--- src/rtl/mem_access_pkg.sv ---
// Shared types for the memory-stage responder: op encodings, FSM states and
// small op-class helpers used by both the top and the lane aligner.
package mem_access_pkg;

    typedef enum logic [3:0] {
        MEM_NOP = 4'd0,
        LB      = 4'd1,
        LH      = 4'd2,
        LW      = 4'd3,
        LBU     = 4'd4,
        LHU     = 4'd5,
        SB      = 4'd6,
        SH      = 4'd7,
        SW      = 4'd8
    } mem_op_e;

    typedef enum logic [1:0] {
        IDLE = 2'd0,
        REQ  = 2'd1,
        DONE = 2'd2
    } state_e;

    function automatic logic is_mem_op(input logic [3:0] op);
        return (op >= 4'd1) && (op <= 4'd8);
    endfunction

    function automatic logic is_store(input logic [3:0] op);
        return (op == SB) || (op == SH) || (op == SW);
    endfunction

endpackage

--- src/rtl/mem_lane_align.sv ---
// Combinational lane logic: byte enables, replicated store data, load
// extraction with sign/zero extension, and the alignment check.
module mem_lane_align
    import mem_access_pkg::*;
(
    input  logic [3:0]  op,
    input  logic [1:0]  addr_lo,
    input  logic [31:0] store_data,
    input  logic [31:0] rdata,
    output logic [3:0]  be,
    output logic [31:0] wdata,
    output logic [31:0] load_data,
    output logic        misaligned
);

    logic [7:0]  byte_sel;
    logic [15:0] half_sel;

    always_comb begin
        byte_sel = rdata[7:0];
        case (addr_lo)
            2'd0:    byte_sel = rdata[7:0];
            2'd1:    byte_sel = rdata[15:8];
            2'd2:    byte_sel = rdata[23:16];
            default: byte_sel = rdata[31:24];
        endcase
        half_sel = addr_lo[1] ? rdata[31:16] : rdata[15:0];
    end

    always_comb begin
        be         = 4'b0000;
        wdata      = 32'h0;
        load_data  = 32'h0;
        misaligned = 1'b0;
        case (op)
            LB, LBU, SB: begin
                be    = 4'b0001 << addr_lo;
                wdata = {4{store_data[7:0]}};
            end
            LH, LHU, SH: begin
                be         = addr_lo[1] ? 4'b1100 : 4'b0011;
                wdata      = {2{store_data[15:0]}};
                misaligned = addr_lo[0];
            end
            LW, SW: begin
                be         = 4'b1111;
                wdata      = store_data;
                misaligned = |addr_lo;
            end
            default: ;
        endcase
        case (op)
            LB:      load_data = {{24{byte_sel[7]}}, byte_sel};
            LBU:     load_data = {24'h0, byte_sel};
            LH:      load_data = {{16{half_sel[15]}}, half_sel};
            LHU:     load_data = {16'h0, half_sel};
            LW:      load_data = rdata;
            default: load_data = 32'h0;
        endcase
    end

endmodule

--- src/rtl/mem_access.sv ---
// Memory-stage responder: runs one req/ack bus transaction per load/store,
// stalls upstream while it is outstanding and forwards the result to mem/wb.
//
// state | meaning
// IDLE  | pass-through of non-memory ops; accept aligned memory op
// REQ   | bus_req_o held with captured address/be/data until ack or timeout
// DONE  | one cycle: present load result or timeout error, release stall
module mem_access
    import mem_access_pkg::*;
#(
    parameter int unsigned TIMEOUT_CYCLES = 255
) (
    input  logic        clk_i,
    input  logic        rst_i,
    input  logic        mem_we_i,
    input  logic [31:0] mem_addr_i,
    input  logic [31:0] mem_data_i,
    input  logic [3:0]  mem_op_i,
    input  logic        reg_we_i,
    input  logic [4:0]  reg_waddr_i,
    input  logic [31:0] reg_wdata_i,
    output logic        reg_we_o,
    output logic [4:0]  reg_waddr_o,
    output logic [31:0] reg_wdata_o,
    output logic        stall_o,
    output logic        misalign_o,
    output logic        bus_err_o,
    output logic        bus_req_o,
    output logic        bus_we_o,
    output logic [31:0] bus_addr_o,
    output logic [3:0]  bus_be_o,
    output logic [31:0] bus_wdata_o,
    input  logic        bus_ack_i,
    input  logic [31:0] bus_rdata_i
);

    localparam logic [7:0] CNT_LAST = 8'(TIMEOUT_CYCLES - 1);

    state_e      state;
    logic [3:0]  op_q;
    logic [31:0] addr_q;
    logic [3:0]  be_q;
    logic [31:0] wdata_q;
    logic [4:0]  waddr_q;
    logic        we_q;
    logic [31:0] load_q;
    logic        err_q;
    logic [7:0]  cnt_q;

    logic [3:0]  align_op;
    logic [1:0]  align_addr;
    logic [3:0]  be_c;
    logic [31:0] wdata_c;
    logic [31:0] load_c;
    logic        mis_c;
    logic        mem_op_c;
    logic        accept_c;

    // The aligner sees the live request in IDLE and the captured one afterwards.
    assign align_op   = (state == IDLE) ? mem_op_i : op_q;
    assign align_addr = (state == IDLE) ? mem_addr_i[1:0] : addr_q[1:0];

    mem_lane_align u_align (
        .op         (align_op),
        .addr_lo    (align_addr),
        .store_data (mem_data_i),
        .rdata      (bus_rdata_i),
        .be         (be_c),
        .wdata      (wdata_c),
        .load_data  (load_c),
        .misaligned (mis_c)
    );

    assign mem_op_c = is_mem_op(mem_op_i);
    assign accept_c = (state == IDLE) && mem_op_c && !mis_c;

    always_ff @(posedge clk_i) begin
        if (rst_i) begin
            state   <= IDLE;
            op_q    <= 4'h0;
            addr_q  <= 32'h0;
            be_q    <= 4'h0;
            wdata_q <= 32'h0;
            waddr_q <= 5'h0;
            we_q    <= 1'b0;
            load_q  <= 32'h0;
            err_q   <= 1'b0;
            cnt_q   <= 8'h0;
        end else begin
            case (state)
                IDLE: begin
                    if (accept_c) begin
                        op_q    <= mem_op_i;
                        addr_q  <= mem_addr_i;
                        be_q    <= be_c;
                        wdata_q <= wdata_c;
                        waddr_q <= reg_waddr_i;
                        we_q    <= mem_we_i | is_store(mem_op_i);
                        load_q  <= 32'h0;
                        err_q   <= 1'b0;
                        cnt_q   <= 8'h0;
                        state   <= REQ;
                    end
                end
                REQ: begin
                    cnt_q <= cnt_q + 8'd1;
                    // Ack wins over a simultaneous timeout.
                    if (bus_ack_i) begin
                        load_q <= load_c;
                        state  <= DONE;
                    end else if (cnt_q == CNT_LAST) begin
                        err_q <= 1'b1;
                        state <= DONE;
                    end
                end
                DONE:    state <= IDLE;
                default: state <= IDLE;
            endcase
        end
    end

    always_comb begin
        reg_we_o    = 1'b0;
        reg_waddr_o = 5'h0;
        reg_wdata_o = 32'h0;
        stall_o     = 1'b0;
        misalign_o  = 1'b0;
        bus_err_o   = 1'b0;
        bus_req_o   = 1'b0;
        bus_we_o    = 1'b0;
        bus_addr_o  = 32'h0;
        bus_be_o    = 4'h0;
        bus_wdata_o = 32'h0;
        if (!rst_i) begin
            case (state)
                IDLE: begin
                    reg_waddr_o = reg_waddr_i;
                    reg_wdata_o = reg_wdata_i;
                    if (!mem_op_c)
                        reg_we_o = reg_we_i;
                    else if (mis_c)
                        misalign_o = 1'b1;
                    else
                        stall_o = 1'b1;
                end
                REQ: begin
                    stall_o     = 1'b1;
                    bus_req_o   = 1'b1;
                    bus_we_o    = we_q;
                    bus_addr_o  = {addr_q[31:2], 2'b00};
                    bus_be_o    = be_q;
                    bus_wdata_o = wdata_q;
                end
                DONE: begin
                    reg_we_o    = !is_store(op_q) && !err_q;
                    reg_waddr_o = waddr_q;
                    reg_wdata_o = load_q;
                    bus_err_o   = err_q;
                end
                default: ;
            endcase
        end
    end

endmodule

--- config.mk ---
export PLATFORM = sky130hd
export DESIGN_NAME = mem_access
export DESIGN_NICKNAME = d
export VERILOG_FILES = /design/src/rtl/mem_access_pkg.sv /design/src/rtl/mem_lane_align.sv /design/src/rtl/mem_access.sv
export SDC_FILE = /design/constraint.sdc
export NUM_CORES = 1
export LEC_CHECK = 0
export ABC_CLOCK_PERIOD_IN_PS = 4250
export CAP_MARGIN = 20
export CORE_ASPECT_RATIO = 0.6
export CORE_MARGIN = 2
export CORE_UTILIZATION = 48
export CTS_CLUSTER_DIAMETER = 100
export DETAILED_ROUTE_END_ITERATION = 8
export GPL_TIMING_DRIVEN = 0
export PLACE_DENSITY_LB_ADDON = 0.25
export SLEW_MARGIN = 30
export SYNTH_ARGS = -nofsm -noshare
export SYNTH_HDL_FRONTEND = slang
export SYNTH_SLANG_ARGS = --single-unit
--- constraint.sdc ---
create_clock -name clk_i -period 4.25 [get_ports clk_i]
set_clock_uncertainty 0.05 [all_clocks]
set_input_delay 0.6375 -clock clk_i [delete_from_list [all_inputs] [get_ports clk_i]]
set_output_delay 0.6375 -clock clk_i [all_outputs]
set_load 0.1 [all_outputs]
==> results.yml, run 1 <==
power_and_ir_drop:
  p_leak_nw: 3.93
  power_density_mw_per_mm2: 441
  ir_drop_mv: 0.330
  fin_total_pwr_mw: 4.28
floorplanning:
  die_w_um: 153
  fp-row-count: 32
  start_util_pct: 49.6
  core-area_mm2: 0.0130
  io_pins: 253
  die_area_mm2: 0.0144
  die_h_um: 93.7
clocking:
  cts_tree: "yes"
  cts_buffers: 17
  clock_latency_ns: 0.41
  clkTransAtPathRegs_ns: 0.06
  hold_buffers: 0
  cts.path.max_buffers: 2
  cts_sinks: 121
  htreeDepth: 4
  clockRootBuffer: "clkbuf_16"
global_route:
  grt_max_degree: 17
  grt_pass1_wl_um: 35800
  grt_overflow: 0
  track_usage_pct: 31.7
  antenna_found_initial: 0
  grt_pass1_vias: 6629
detailed_routing:
  num_vias: 7197
  drt_iter0_drc: 647
  drc: 0
  drt_wl_total_um: 23200
  dr.pass1.iters: 7
  wl_per_cell_um: 18.3
  vias_per_cell: 5.69
  ant_nets: 0
finish:
  area_growth_pct: 50.7
  layout.nets: 1225
  fill_cells: 1040
  drive_gt1_share_pct: 9.14
  num_antenna_cells: 0
  finalCoreUtilization_pct: 74.7
placement:
  placement.io_buffers: 248
  place_congestion: 0.976
  dp_worst_setup_slack_ns: -0.868
  hpwl_um: 17400
synthesis:
  yosys.area.top_type_share_pct: 37.7
  ys_types: 59
  netlist_area_mm2: 0.00643
  synth_top_family_by_area: "simple AND/OR/NAND/NOR gates"
  async_flop_share_pct: 0
  yosysSeqAreaShare_pct: 37.7
  ys_ff_latch: 121
  synth_xor_area_share_pct: 0.272
  synth_compound_area_share_pct: 22.4
  synth_area_leader_cell: "dfxtp_1"
  muxShareOfSynthArea_pct: 8.17
  synth_cells: 812
  synthTopCellsByArea: "dfxtp_1 (38%), mux2i_1 (7.5%), and2_1 (6.9%), nand2_1 (6.8%), a21oi_1 (6.5%)"
  synth_edf_count: 0
  synth-main-ff-cell: "dfxtp_1"
  synth_area_per_cell_um2: 7.92
  synthAdderAreaFrac_pct: 0.389
  synth_warnings: 0
  synth-simple-area-share_pct: 26.5
critical_path:
  path_class: "input port to primary output"
  required_ns: 3.56
  start_kind: "input port"
  arrival_ns: 3.45
  rr_worst_depth: 8
  path_max_fanout: 10
  critPathCaptureType: "primary output"
  slowest_delay_ns: 0.88
  crit_chain: "clkdlybuf4s50_1, clkbuf_1, or2_2, clkbuf_2, buf_1, nor2_1, dlygate4sd2_1"
  slowest_stage: "dlygate4sd2_1"
min_path:
  hp-class: "register to register"
  whs_path_depth: 2
timing:
  fin_crit_ns: 4.14
  fin_ws_ns: 0.113
  fin_tns_setup_ns: 0
  finalMaxSlewViolations: 0
  fin_hold_ws_ns: 0.397
  setup_viol: 0
  finalCritPeriodShare_pct: 97.4
  slew_headroom_pct: 32.0
  worst_pin_slew_ns: 1.02
  clock.fmax_mhz: 242
  hold_viol: 0
job:
  maxCapViolCount: 0
run_status:
  outcome: "complete, no violations"
## through the flow
step                std cells  area, um^2
floorplan                 813        6450
global placement         1231        9140
detailed placement       1231        9140
CTS                      1263        9670
global route             1264        9690
finish                   1264        9690
## layer usage
metal	global-route usage (%)	vias up	part of all wire (%)
met5	0	-	0
met4	6.57	0	1.2
met3	9.59	24	11
met2	45.4	403	41
met1	47.0	3342	47
li1	-	3428	-
## area by class of cell
cell class              instances  area [um^2]  share of cell area, %
repair buffers                250         2420                   25.0
clock buffers                  19          453                   4.67
multi-input cells             619         3750                   38.6
clock inverters                13          146                   1.51
well taps                     170          213                   2.19
flip-flops and latches        121         2420                   25.0
inverters                       4         15.0                  0.155
plain buffers                  68          279                   2.88
## sequential cells by signal, indices dropped and copies added (netlist names)
name	cells
load_q	32
addr_q	32
be_q	4
wdata_q	32
state	2
cnt_q	8
waddr_q	5
err_q	1
op_q	4
we_q	1
## critical path, delay by kind of cell
kind | cells | cell delay (ns)
simple gates | 2 | 0.56
buf+inv | 5 | 2.24
## synthesized netlist by cell type, drive strengths merged (15+ instances only)
| cell | count |
|---|---|
| dfxtp | 121 |
| nand2 | 116 |
| nor3 | 34 |
| mux2i | 48 |
| o2bb2ai | 24 |
| a21oi | 85 |
| a221oi | 17 |
| nor2 | 89 |
| a211oi | 15 |
| and2 | 71 |
| buf | 16 |
| clkbuf | 53 |
## final timing paths
check | start | end | slack (ns)
max reg2reg | state[0]$_SDFFE_PP0P_ | we_q$_SDFFE_PP0P_ | 1.09
min | addr_q[4]$_SDFFE_PP0P_ | addr_q[4]$_SDFFE_PP0P_ | 0.40
min reg2reg | addr_q[4]$_SDFFE_PP0P_ | addr_q[4]$_SDFFE_PP0P_ | 0.40
max | rst_i | reg_wdata_o[30] | 0.11
## where the power goes
group | internal [mW] | switching, mW
Sequential | 1.26 | 0.0592
Combinational | 0.468 | 1.04
Clock | 0.897 | 0.563
## placed cells by master, fill, tap and decap left out, types with 17 or more instances in the layout
cell	count
o2bb2ai_1	24
clkdlybuf4s50_1	154
nor2_1	87
mux2i_1	46
dlygate4sd2_1	36
clkbuf_2	17
a21oi_1	83
clkbuf_16	17
clkdlybuf4s15_1	17
nor3_1	32
dfxtp_1	121
nand2_1	116
and2_1	71
clkbuf_1	50
## what timing repair did
action	CTS	global route
buffers inserted	0	2
gates resized for setup	113	64
endpoints found under the setup margin	80	76
pin swaps	1	1
gates cloned	0	0
## cells by family after synthesis
| family | after synthesis |
|---|---|
| flip-flops | 121 |
| AO/OA/AOI/OAI | 202 |
| adder cells (fa/ha/maj) | 2 |
| buffers and inverters | 73 |
| AND/OR/NAND/NOR | 359 |
| multiplexers | 52 |
| other | 1 |
| XOR/XNOR | 2 |
Power figures use the tool's default switching activity.
==> inputs of run 2 (changes only) <==
CORE_ASPECT_RATIO = default   (was 0.6)
==> results.yml, run 2 (same netlist as run 1, synthesis figures left out) <==
clocking:
  clkTransAtPathRegs_ns: 0.05
  htreeDepth: 4
  cts_buffers: 17
  hold_buffers: 0
  clockRootBuffer: "clkbuf_16"
  cts_tree: "yes"
  cts.path.max_buffers: 2
  cts_sinks: 121
  post-cts-setup-buffers: 0
  clock_latency_ns: 0.41
detailed_routing:
  num_vias: 7134
  drc: 0
  wl_per_cell_um: 17.1
  drt_wl_total_um: 21700
  dr.pass1.iters: 6
  drt_iter0_drc: 546
  ant_nets: 0
  vias_per_cell: 5.64
power_and_ir_drop:
  p_sw_mw: 1.57
  p_int_mw: 2.64
  ir_drop_mv: 0.267
  combinationalPowerShare_pct: 35.2
  p_seq_share_pct: 31.3
  swShare_pct: 37.4
  clockPowerShare_pct: 33.6
  power_density_mw_per_mm2: 434
  p_leak_nw: 3.90
  fin_total_pwr_mw: 4.21
timing:
  hold_viol: 0
  setup_viol: 0
  fin_tns_setup_ns: 0
  slew_headroom_pct: 32.2
  rsz0062_at_grt: "true"
  finalMaxSlewViolations: 0
  clock.fmax_mhz: 241
  worst_pin_slew_ns: 1.02
  fin_crit_ns: 4.15
  finalCritPeriodShare_pct: 97.7
global_route:
  track_usage_pct: 29.9
  grt_pass1_vias: 6949
  grt_pass1_wl_um: 34500
  grt_overflow: 0
  antenna_found_initial: 0
  grt_max_degree: 17
placement:
  dpl.cell_count: 1237
  placement.io_buffers: 248
  hpwl_um: 16300
  place_congestion: 0.927
  placed_area_mm2: 0.00915
floorplanning:
  die_w_um: 120
  io_pins: 253
  fp-row-count: 42
  core-area_mm2: 0.0132
  start_util_pct: 48.8
  die_area_mm2: 0.0143
  die_h_um: 120
finish:
  area_growth_pct: 50.8
  final_common_cell: "clkdlybuf4s50_1"
  stdcell_count: 1266
  fill_cells: 1081
  stdcell_area_mm2: 0.00970
  reg_top3: "addr_q (32), load_q (32), wdata_q (32)"
  drive_gt1_share_pct: 7.43
  final_cell_mix: "clkdlybuf4s50_1 (161), dfxtp_1 (121), nand2_1 (116)"
  layout.nets: 1223
  num_antenna_cells: 0
critical_path:
  slowest_delay_ns: 0.57
  slowest_stage: "a221oi_4"
  regToRegStartpoint: "state[0]$_SDFFE_PP0P_"
  path_class: "register to primary output"
  start_kind: "register"
  startpoint: "state[0]$_SDFFE_PP0P_"
  arrival_ns: 3.47
  path_max_fanout: 10
  crit_chain: "clkbuf_1, nor4b_1, a21oi_2, o22ai_2, a221oi_4, clkbuf_2, nor2_1, nor3_2, buf_4"
  critPathCaptureType: "primary output"
  required_ns: 3.56
min_path:
  min_from: "addr_q[27]$_SDFFE_PP0P_"
  hp-class: "register to register"
run_status:
  outcome: "complete, no violations"
job:
  maxCapViolCount: 0
==> run 2: cell types whose count changed in the layout (fill, tap and decap cells not counted), sizes merged <==
cell,delta
dlymetal6s2s,-7
dlygate4sd2,+24
inv,-1
clkbuf,-10
clkdlybuf4s15,-9
clkdlybuf4s50,+7
clkinvlp,-2
clkinv,-3
buf,-3
==> run 2: area by class of cell <==
| type | instances | area (um^2) | share of cell area (%) |
|---|---|---|---|
| inverters | 4 | 15.0 | 0.155 |
| repair buffers | 248 | 2430 | 25.1 |
| clock inverters | 7 | 92.6 | 0.955 |
| multi-input cells | 619 | 3750 | 38.6 |
| well taps | 176 | 220 | 2.27 |
| flip-flops and latches | 121 | 2420 | 25.0 |
| plain buffers | 68 | 279 | 2.88 |
| clock buffers | 23 | 488 | 5.03 |
==> run 2: worst paths after layout <==
| check | endpoint | slack, ns | cells after the start |
|---|---|---|---|
| hold reg to reg | addr_q[27]$_SDFFE_PP0P_ | 0.40 | 2 |
| setup / recovery | stall_o | 0.1 | 9 |
| hold / removal | addr_q[27]$_SDFFE_PP0P_ | 0.40 | 2 |
| setup reg to reg | we_q$_SDFFE_PP0P_ | 1.08 | 8 |
==> run 2: layer usage <==
layer	routed length (um)	up-vias	global-route usage, %
met3	1670	52	6.18
met5	0	-	0
met2	10700	360	52.6
met4	628	0	11.5
li1	-	3417	-
met1	8690	3305	35.6
==> run 2: power by group through the flow <==
| stage | Sequential, mW | Combinational [mW] | Clock (mW) |
|---|---|---|---|
| after CTS | 1.31 | 1.47 | 1.41 |
| final | 1.32 | 1.48 | 1.41 |
| after global placement | 1.33 | 1.46 | 0 |
| after global routing | 1.33 | 1.57 | 1.47 |
| after floorplan | 1.32 | 1.04 | 0 |
| after detailed placement | 1.34 | 1.47 | 0 |
==> run 2: per-stage QoR <==
step	worst slack [ns]	utilization (%)	hold WS [ns]
floorplan	-0.00397	-	0.382
global placement	-0.761	69.4	0.387
detailed placement	-0.786	69.4	0.392
CTS	-0.0183	73.4	0.399
global route	-0.0213	73.5	0.416
finish	0.0961	73.5	0.398
==> run 2: critical path, delay by kind of cell, from the launching register on <==
family                 cells  cell delay [ns]
AOI/OAI and AO/OA          3             1.19
buffers and inverters      3             1.11
DFF                        1             0.39
and+or+nand+nor            3             0.36
==> run 2: what timing repair did <==
| action | 4_1_cts | 5_1_grt |
|---|---|---|
| pin swaps | 0 | 0 |
| hold endpoints to repair | 0 | 0 |
| gates resized for setup | 123 | 13 |
| endpoints found under the setup margin | 80 | 38 |
